===== src/rtl/router_pkg.sv =====
// Shared definitions for the router ingress/egress arbiters.
// Holds the arbiter state encoding, the illegal destination address and
// the bit positions of the header fields (length in [7:2], address in [1:0]).
package router_pkg;

  typedef enum logic [2:0] {
    IDLE,
    HEADER,
    PAYLOAD,
    PARITY,
    DROP,
    GAP
  } state_t;

  localparam logic [1:0] ADDR_ILLEGAL = 2'b11;

  localparam int unsigned LEN_MSB  = 7;
  localparam int unsigned LEN_LSB  = 2;
  localparam int unsigned ADDR_MSB = 1;
  localparam int unsigned ADDR_LSB = 0;

endpackage


===== src/rtl/router_rr_pick.sv =====
// Combinational round-robin picker.
// Searches req starting at rr_ptr+1 upward with wrap-around and returns the
// first requester as a one-hot winner.
//   req    : request vector, one bit per source
//   rr_ptr : index of the source that was served last
//   winner : one-hot winning source (all zero when nothing requests)
//   valid  : at least one request present
module router_rr_pick #(
  parameter int unsigned NUM_SRC = 3
) (
  input  logic [NUM_SRC-1:0]         req,
  input  logic [$clog2(NUM_SRC)-1:0] rr_ptr,
  output logic [NUM_SRC-1:0]         winner,
  output logic                       valid
);

  localparam int unsigned PTR_W = $clog2(NUM_SRC);

  logic [PTR_W-1:0] idx;

  always_comb begin
    winner = '0;
    valid  = 1'b0;
    idx    = '0;
    for (int unsigned off = 1; off <= NUM_SRC; off++) begin
      idx = PTR_W'((32'(rr_ptr) + off) % NUM_SRC);
      if (!valid && req[idx]) begin
        winner[idx] = 1'b1;
        valid       = 1'b1;
      end
    end
  end

endmodule


===== src/rtl/router_in_arb.sv =====
// Packet-level round-robin arbiter in front of the router's single ingress.
// One source owns the port for a whole packet (header, payload, parity).
// Packets addressed to ADDR_ILLEGAL are consumed and discarded.
//   clk, resetn     : clock, synchronous active-low reset
//   src_req         : per-source packet request
//   src_data        : per-source byte, source i in [8i+7:8i]
//   src_ack         : per-source byte consumed this cycle
//   grant           : registered one-hot owner of the ingress port
//   rtr_data        : byte to router data_in
//   rtr_pkt_valid   : high for header/payload, low for parity
//   rtr_busy        : router stall
//   rtr_err         : router error flag
//   arb_active      : arbiter is not idle
//   err_cnt         : saturating count of rtr_err rising edges
//   drop_cnt        : saturating count of dropped packets
module router_in_arb
  import router_pkg::*;
#(
  parameter int unsigned NUM_SRC = 3,
  parameter int unsigned CNT_W   = 8
) (
  input  logic                 clk,
  input  logic                 resetn,
  input  logic [NUM_SRC-1:0]   src_req,
  input  logic [8*NUM_SRC-1:0] src_data,
  output logic [NUM_SRC-1:0]   src_ack,
  output logic [NUM_SRC-1:0]   grant,
  output logic [7:0]           rtr_data,
  output logic                 rtr_pkt_valid,
  input  logic                 rtr_busy,
  input  logic                 rtr_err,
  output logic                 arb_active,
  output logic [CNT_W-1:0]     err_cnt,
  output logic [CNT_W-1:0]     drop_cnt
);

  localparam int unsigned PTR_W = $clog2(NUM_SRC);

  state_t             state, state_d;
  logic [NUM_SRC-1:0] grant_d;
  logic [PTR_W-1:0]   rr_ptr, rr_ptr_d, g_idx;
  logic [6:0]         cnt, cnt_d;
  logic               drop_inc;
  logic               err_q;
  logic [7:0]         cur_byte;
  logic [5:0]         hdr_len;
  logic               hdr_illegal;
  logic [NUM_SRC-1:0] pick;
  logic               pick_valid;

  router_rr_pick #(.NUM_SRC(NUM_SRC)) u_pick (
    .req    (src_req),
    .rr_ptr (rr_ptr),
    .winner (pick),
    .valid  (pick_valid)
  );

  always_comb begin
    g_idx = '0;
    for (int unsigned i = 0; i < NUM_SRC; i++) begin
      if (grant[i]) g_idx = PTR_W'(i);
    end
  end

  assign cur_byte    = src_data[32'(g_idx)*8 +: 8];
  assign hdr_len     = cur_byte[LEN_MSB:LEN_LSB];
  assign hdr_illegal = (cur_byte[ADDR_MSB:ADDR_LSB] == ADDR_ILLEGAL);
  assign arb_active  = (state != IDLE);

  always_comb begin
    state_d       = state;
    grant_d       = grant;
    rr_ptr_d      = rr_ptr;
    cnt_d         = cnt;
    drop_inc      = 1'b0;
    src_ack       = '0;
    rtr_data      = '0;
    rtr_pkt_valid = 1'b0;
    case (state)
      IDLE: begin
        if (pick_valid) begin
          grant_d = pick;
          state_d = HEADER;
        end
      end
      HEADER: begin
        if (hdr_illegal) begin
          // Dropped header is swallowed without waiting on the router.
          src_ack  = grant;
          cnt_d    = {1'b0, hdr_len} + 7'd1;
          drop_inc = 1'b1;
          state_d  = DROP;
        end else begin
          rtr_data      = cur_byte;
          rtr_pkt_valid = 1'b1;
          if (!rtr_busy) begin
            src_ack = grant;
            cnt_d   = {1'b0, hdr_len};
            state_d = (hdr_len == 6'd0) ? PARITY : PAYLOAD;
          end
        end
      end
      PAYLOAD: begin
        rtr_data      = cur_byte;
        rtr_pkt_valid = 1'b1;
        if (!rtr_busy) begin
          src_ack = grant;
          cnt_d   = cnt - 7'd1;
          if (cnt == 7'd1) state_d = PARITY;
        end
      end
      PARITY: begin
        rtr_data = cur_byte;
        if (!rtr_busy) begin
          src_ack = grant;
          state_d = GAP;
        end
      end
      DROP: begin
        src_ack = grant;
        cnt_d   = cnt - 7'd1;
        if (cnt == 7'd1) state_d = GAP;
      end
      GAP: begin
        rr_ptr_d = g_idx;
        grant_d  = '0;
        state_d  = IDLE;
      end
      default: begin
        grant_d = '0;
        state_d = IDLE;
      end
    endcase
  end

  always_ff @(posedge clk) begin
    if (!resetn) begin
      state    <= IDLE;
      grant    <= '0;
      rr_ptr   <= PTR_W'(NUM_SRC - 1);
      cnt      <= '0;
      err_q    <= 1'b0;
      err_cnt  <= '0;
      drop_cnt <= '0;
    end else begin
      state  <= state_d;
      grant  <= grant_d;
      rr_ptr <= rr_ptr_d;
      cnt    <= cnt_d;
      err_q  <= rtr_err;
      if (drop_inc && (drop_cnt != '1)) drop_cnt <= drop_cnt + 1'b1;
      if (rtr_err && !err_q && (err_cnt != '1)) err_cnt <= err_cnt + 1'b1;
    end
  end

endmodule

===== config.mk =====
export PLATFORM = sky130hd
export DESIGN_NAME = router_in_arb
export DESIGN_NICKNAME = d
export VERILOG_FILES = /design/src/rtl/router_pkg.sv /design/src/rtl/router_rr_pick.sv /design/src/rtl/router_in_arb.sv
export SDC_FILE = /design/constraint.sdc
export NUM_CORES = 1
export LEC_CHECK = 0
export BUFFER_PORTS_ARGS = -buffer_cell sky130_fd_sc_hd__buf_2
export CAP_MARGIN = 0
export CORE_ASPECT_RATIO = 0.7
export CORE_MARGIN = 10
export CORE_UTILIZATION = 55
export CTS_BUF_LIST = sky130_fd_sc_hd__clkbuf_4
export CTS_CLUSTER_DIAMETER = 40
export DETAILED_ROUTE_END_ITERATION = 6
export PLACE_DENSITY_LB_ADDON = 0.25
export SYNTH_ARGS = -nofsm -noshare
export SYNTH_HDL_FRONTEND = slang
export SYNTH_HIERARCHICAL = 1
export SYNTH_SLANG_ARGS = --single-unit

===== constraint.sdc =====
create_clock -name clk -period 2.2 [get_ports clk]
set_clock_uncertainty 0.05 [all_clocks]
set_input_delay 0.11 -clock clk [delete_from_list [all_inputs] [get_ports clk]]
set_output_delay 0.11 -clock clk [all_outputs]
set_load 0.05 [all_outputs]

### Word level (Yosys, flattened, before mapping)

Index checks and enable logic that the tools add are counted.
Widths: inputs -> output; s select.

| storage, ports and cells | value |
|---|---|
| register bits | 32 |
| bits of input ports | 31 |
| output and inout port bits | 32 |
| logic and storage cells | 106 |

| operators by class | value |
|---|---|
| add/sub/neg operators | 7 |
| div/mod/pow operators | 3 |
| $lt $le $gt $ge | 6 |
| equality and inequality tests | 15 |
| shifts and indexed selects | 1 |
| muxes and demuxes | 44 |
| bitwise operators | 3 |
| reduce and logical (&&, ||, !) cells | 20 |

Operators by type and width:

| operator | count |
|---|---|
| $mod 32x2->32 const B | 3 |
| $mux 3 | 13 |
| $shiftx 24x6->8 | 1 |
| $mux 7 | 3 |
| $pmux 7 s3 | 1 |
| $add 8x1->8 const B | 2 |
| $ne 8x8->1 const B | 2 |
| $pmux 8 s2 | 1 |
| $pmux 3 s5 | 1 |
| $mux 1 | 14 |
| $ne 2x2->1 const B | 5 |
| $lt 2x3->1 const B | 3 |
| $pmux 3 s3 | 1 |
| $logic_and 1x1->1 | 8 |
| $mux 8 | 1 |
| $add 6x1->7 const B | 1 |
| $eq 7x1->1 const B | 1 |
| $sub 7x1->7 const B | 1 |
| $add 2x2->3 const B | 2 |
| $bmux 1 s2 | 3 |
| $demux 1 s2 | 3 |
| $eq 3x2->1 const B | 2 |
| $eq 3x3->1 const B | 2 |
| $ge 2x1->1 const B | 3 |
| other kinds (18) | 22 |

### Logic depth before layout (Yosys ltp)

| logic depth | value |
|---|---|
| word-level depth | 13 |
| mapped depth | 11 |
| mapped depth without buffers | 10 |

### Cells and area by module

The synthesis kept the hierarchy.

By module, submodules not included:

| module | times used | cells each | area an instance (sq um) | seq. area each (sq um) |
|---|---|---|---|---|
| router_in_arb | 1 | 281 | 2,204.6 | 640.6 |
| router_rr_pick | 1 | 39 | 267.8 | 0.0 |

### Worst setup path before layout

No wires, ideal clock.

| timing path | value |
|---|---|
| path type | register -> output |
| start point | register grant[1] |
| end point | output port rtr_data[3] |
| arrival | 2.565 ns |
| data required time | 2.040 ns |
| setup slack | -0.525 ns |
| stages on the path, launching flop included | 9 |
| path buffers | 1 |
| cell sequence | dfxtp_1 > buf_4 > mux2i_1 > o21a_1 > nor2_1 > inv_2 > a21oi_1 > or2_1 > nor2_1 |

| on the way | value |
|---|---|
| word-level cells in the longest chain between the ends | 6 |

Ends and longest elaborated chain:

| what | RTL line | RTL |
|---|---|---|
| start, declared | router_in_arb.sv:27 | `output logic [NUM_SRC-1:0] grant,` |
| start signal, assigned | router_in_arb.sv:147 | `grant <= grant_d;` |
| $mux 1 (*) | router_in_arb.sv:61 | `if (grant[i]) g_idx = PTR_W'(i);` |
| $mux 2 (*) | router_in_arb.sv:61 |  |
| $shiftx 24x6->8 (*) | router_in_arb.sv:65 | `assign cur_byte = src_data[32'(g_idx)*8 +: 8];` |
| $eq 2x2->1 | router_in_arb.sv:67 | `assign hdr_illegal = (cur_byte[ADDR_MSB:ADDR_LSB] == ADDR_ILLEGAL);` |
| $mux 8 | router_in_arb.sv:87 | `if (hdr_illegal) begin` |
| $pmux 8 s2 (*) | router_in_arb.sv:79 | `case (state)` |
| end, declared | router_in_arb.sv:28 | `output logic [7:0] rtr_data,` |

Every way passes the cells marked *; elsewhere a longest branch is shown, timed or not.

### Worst setup path in the final report

| timing path | value |
|---|---|
| start point | register grant[1] |
| end point | output port rtr_data[6] |

The elaborated chain is that of the path after synthesis.

==> qor.yml <==
floorplanning:
  die_h_um: 76.1
  coreArea_um2: 4330
  die-area_um2: 7620
  core.rowCount: 20
  num_io_pins: 63
  start_util_pct: 57.1
  die_w_um: 100
cts:
  ctsRootBufferMaster: "clkbuf_4"
  cts_tree: "built"
  cts.sinks: 32
  cts.clk_slew.worst_paths_ps: 110
  htreeDepth: 2
  cts_buffers: 5
  clock_latency_ps: 340
  clock_path_buffers: 2
timing:
  maxSlewHeadroom_pct: 63.4
  hold_slack_ps: 199
  hold_viol: 0
  timing.final.ws_setup_ps: -35.7
  min_period_ps: 2240
  tightest_slew_ps: 549
  finalSetupViolations: 5
  fin_crit_sh_pct: 102
  grt_setup_unrepaired: "yes"
  fmax_mhz: 447
  drv_slew: 0
synth:
  synthTopCellsByArea: "dfxtp_1 (26%), ha_1 (5.6%), mux2i_1 (5.3%)"
  synth.most_common_cell: "nand2_1"
  synth_nets: 362
  synth-xor-area-share_pct: 4.96
  synthCells: 320
  yosysWarnings: 6
  synth_commonest_cells: "nand2_1 (34), dfxtp_1 (32), nor2_1 (24)"
  netlist_area_um2: 2470
  synth_top_area_share_pct: 25.9
  synthFlopType: "dfxtp_1"
  synth.ff_latch_count: 32
  ys_types: 59
  muxShareOfSynthArea_pct: 6.63
  yosys.area.top_type: "dfxtp_1"
  synth_edf_count: 0
  async_flop_share_pct: 0
  synth_top_family_by_area: "simple AND/OR/NAND/NOR gates"
  syn_avg_cell_area_um2: 7.73
  synth_compound_area_share_pct: 23.0
  yosysSeqAreaShare_pct: 25.9
  yosys.area_share.simple_pct: 28.4
  synth_adder_area_share_pct: 5.57
grt:
  grt_max_degree: 37
  gr-usage-met3_pct: 4.98
  grt_busiest_layer: "met2"
  met2_usage_pct: 29.1
  grt_overflow: 0
  grt_pass1_wl_mm: 12.1
  use_met1_pct: 25.0
  grt_pass1_vias: 2460
  grt.total_usage_pct: 18.6
  antenna_found_initial: 0
setup_path:
  crit_fanout: 5
  cp.arrival_ps: 2080
  cpPeakStageDelay_ps: 410
  crit_buf_inv: 2
  crit_end: "rtr_data[6]"
  r2r_start: "grant[1]"
  path_cells: "mux2i_4 -> a21o_1 -> nor2_2 -> inv_2 -> a21oi_2 -> or2_4 -> nor2_4 -> buf_8"
  worst_r2r_endpoint: "cnt[6]"
  worst-path-stages: 8
  r2r_slack_ps: 50
  r2r_cells: 9
  cp-start-kind: "flop"
  cp-end-kind: "output port"
  cp-startpoint: "grant[1]"
  critical_path.top_delay_family: "simple AND/OR/NAND/NOR gates"
  cp_slowest_cell: "dfxtp_4"
  critPathKind: "reg -> out"
  critical_path_required_ps: 2040
pwr:
  power_switching_uw: 965
  p_leak_nw: 1.43
  p_int_mw: 1.31
  p_sw_share_pct: 42.4
  irDropWorstVdd_uv: 578
  comb_power_share_pct: 50.8
  power_mw: 2.27
  pwr-share-seq_pct: 30.0
  powerDensity_nw_per_um2: 694
  pwr-share-clk_pct: 19.1
routing:
  routed_wl_mm: 7.67
  drt_iter0_markers: 204
  vias_per_cell: 5.87
  vias: 2657
  first_pass_iters: 5
  post_drt_wl_per_cell_um: 16.9
  drc_errors: 0
  ant_nets: 0
run:
  cap_violations: 0
worst_hold_path:
  hp-class: "in -> reg"
final_layout:
  areaGrowthSynthToFinish_pct: 32.6
  stdcell_area_um2: 3280
  antenna_cells: 0
  final_layout_size_suffix_gt1_share_pct: 33.7
  fin_nets: 439
run_status:
  status: "finished, violations left"
  violations: "setup timing"
placement:
  dp_slack_ps: 77.0
  routabilityCongestion: 0.916
  place_hpwl_mm: 5.40
  placed_cell_area_um2: 2980
  io_buffers: 62
## metrics by stage
stage,cells,util (%),TNS [ps]
2_1_floorplan,320,-,0
3_3_place_gp,438,68.7,0
3_5_place_dp,438,68.7,0
4_1_cts,450,73.2,-7.75
5_1_grt,453,75.7,-836
6_report,453,75.7,-131
## layer usage
metal  wire length (um)  vias up
met2               3500      100
met4                 99        0
met5                  0        -
li1                   -     1293
met3                681       10
met1               3390     1254
## registers in the layout, summed over array words and instances (netlist names)
| register | flops |
|---|---|
| state | 3 |
| err_cnt | 8 |
| drop_cnt | 8 |
| grant | 3 |
| err_q | 1 |
| cnt | 7 |
| rr_ptr | 2 |
## cells in the final DEF (no fill, tap or decap), drive strengths merged, types with 2 or more instances in the layout
master and count:
a21boi 6, nand3 6, mux2i 13, inv 14
o22ai 2, nor2 24, nor4 3, xnor2 6
clkinv 2, o2111ai 2, nor3 6, a31oi 2
xor2 8, a22oi 4, nand2b 3, clkbuf 5
nand4 6, ha 11, o211ai 3, o21ai 22
nand3b 2, nand2 34, and2 17, or3 3
or2 2, nor3b 6, a21oi 22, dfxtp 32
and3 4, o31ai 2, mux2 3, buf 88
nor2b 10, o21a 5
## cell type report
type / instances / area (um^2)
sequential: 32 / 648
clock buffer: 5 / 37.5
multi-input combinational: 255 / 1820
tap: 55 / 68.8
timing repair buffer: 89 / 616
fill: 317 / 1050
inverter: 14 / 52.6
clock inverter: 3 / 37.5
## timing repair
| action | 4_1_cts | 5_1_grt |
|---|---|---|
| hold endpoints to repair | 1 | 0 |
| gates resized for setup | 26 | 29 |
| pin swaps | 6 | 10 |
| buffers inserted | 3 | 3 |
| hold buffers | 1 | 0 |
| endpoints found under the setup margin | 9 | 21 |
## worst register-to-register path, stage by stage (launching register included)
cell and delay (ps):
dfxtp_4 390, buf_6 150, mux2i_1 120, o21a_1 220, inv_1 110, ha_1 170
nor3b_2 240, nand2_1 120, o41ai_1 340, a31o_1 200
## how the worst min path moves through the flow
stage | cells past startpoint | startpoint | endpoint
CTS | 3 | rtr_busy | state[1]
finish | 3 | rtr_busy | state[1]
detailed placement | 2 | rtr_err | err_q
global route | 3 | rtr_busy | state[1]
floorplan | 1 | rtr_err | err_q
global placement | 2 | rtr_err | err_q
## kinds of logic after synthesis
logic type,Yosys count
compound gates,84
simple gates,130
fa+ha+maj,11
flops,32
buf+inv,33
mux,16
xor+xnor,14
## power groups by stage
stage	Clock (mW)	Sequential (mW)	Combinational, mW
floorplan	0	0.715	0.698
global placement	0	0.690	0.979
detailed placement	0	0.690	0.991
CTS	0.442	0.679	1.06
global route	0.466	0.692	1.24
finish	0.435	0.683	1.16
No activity file was read; power rests on OpenSTA's default activity.
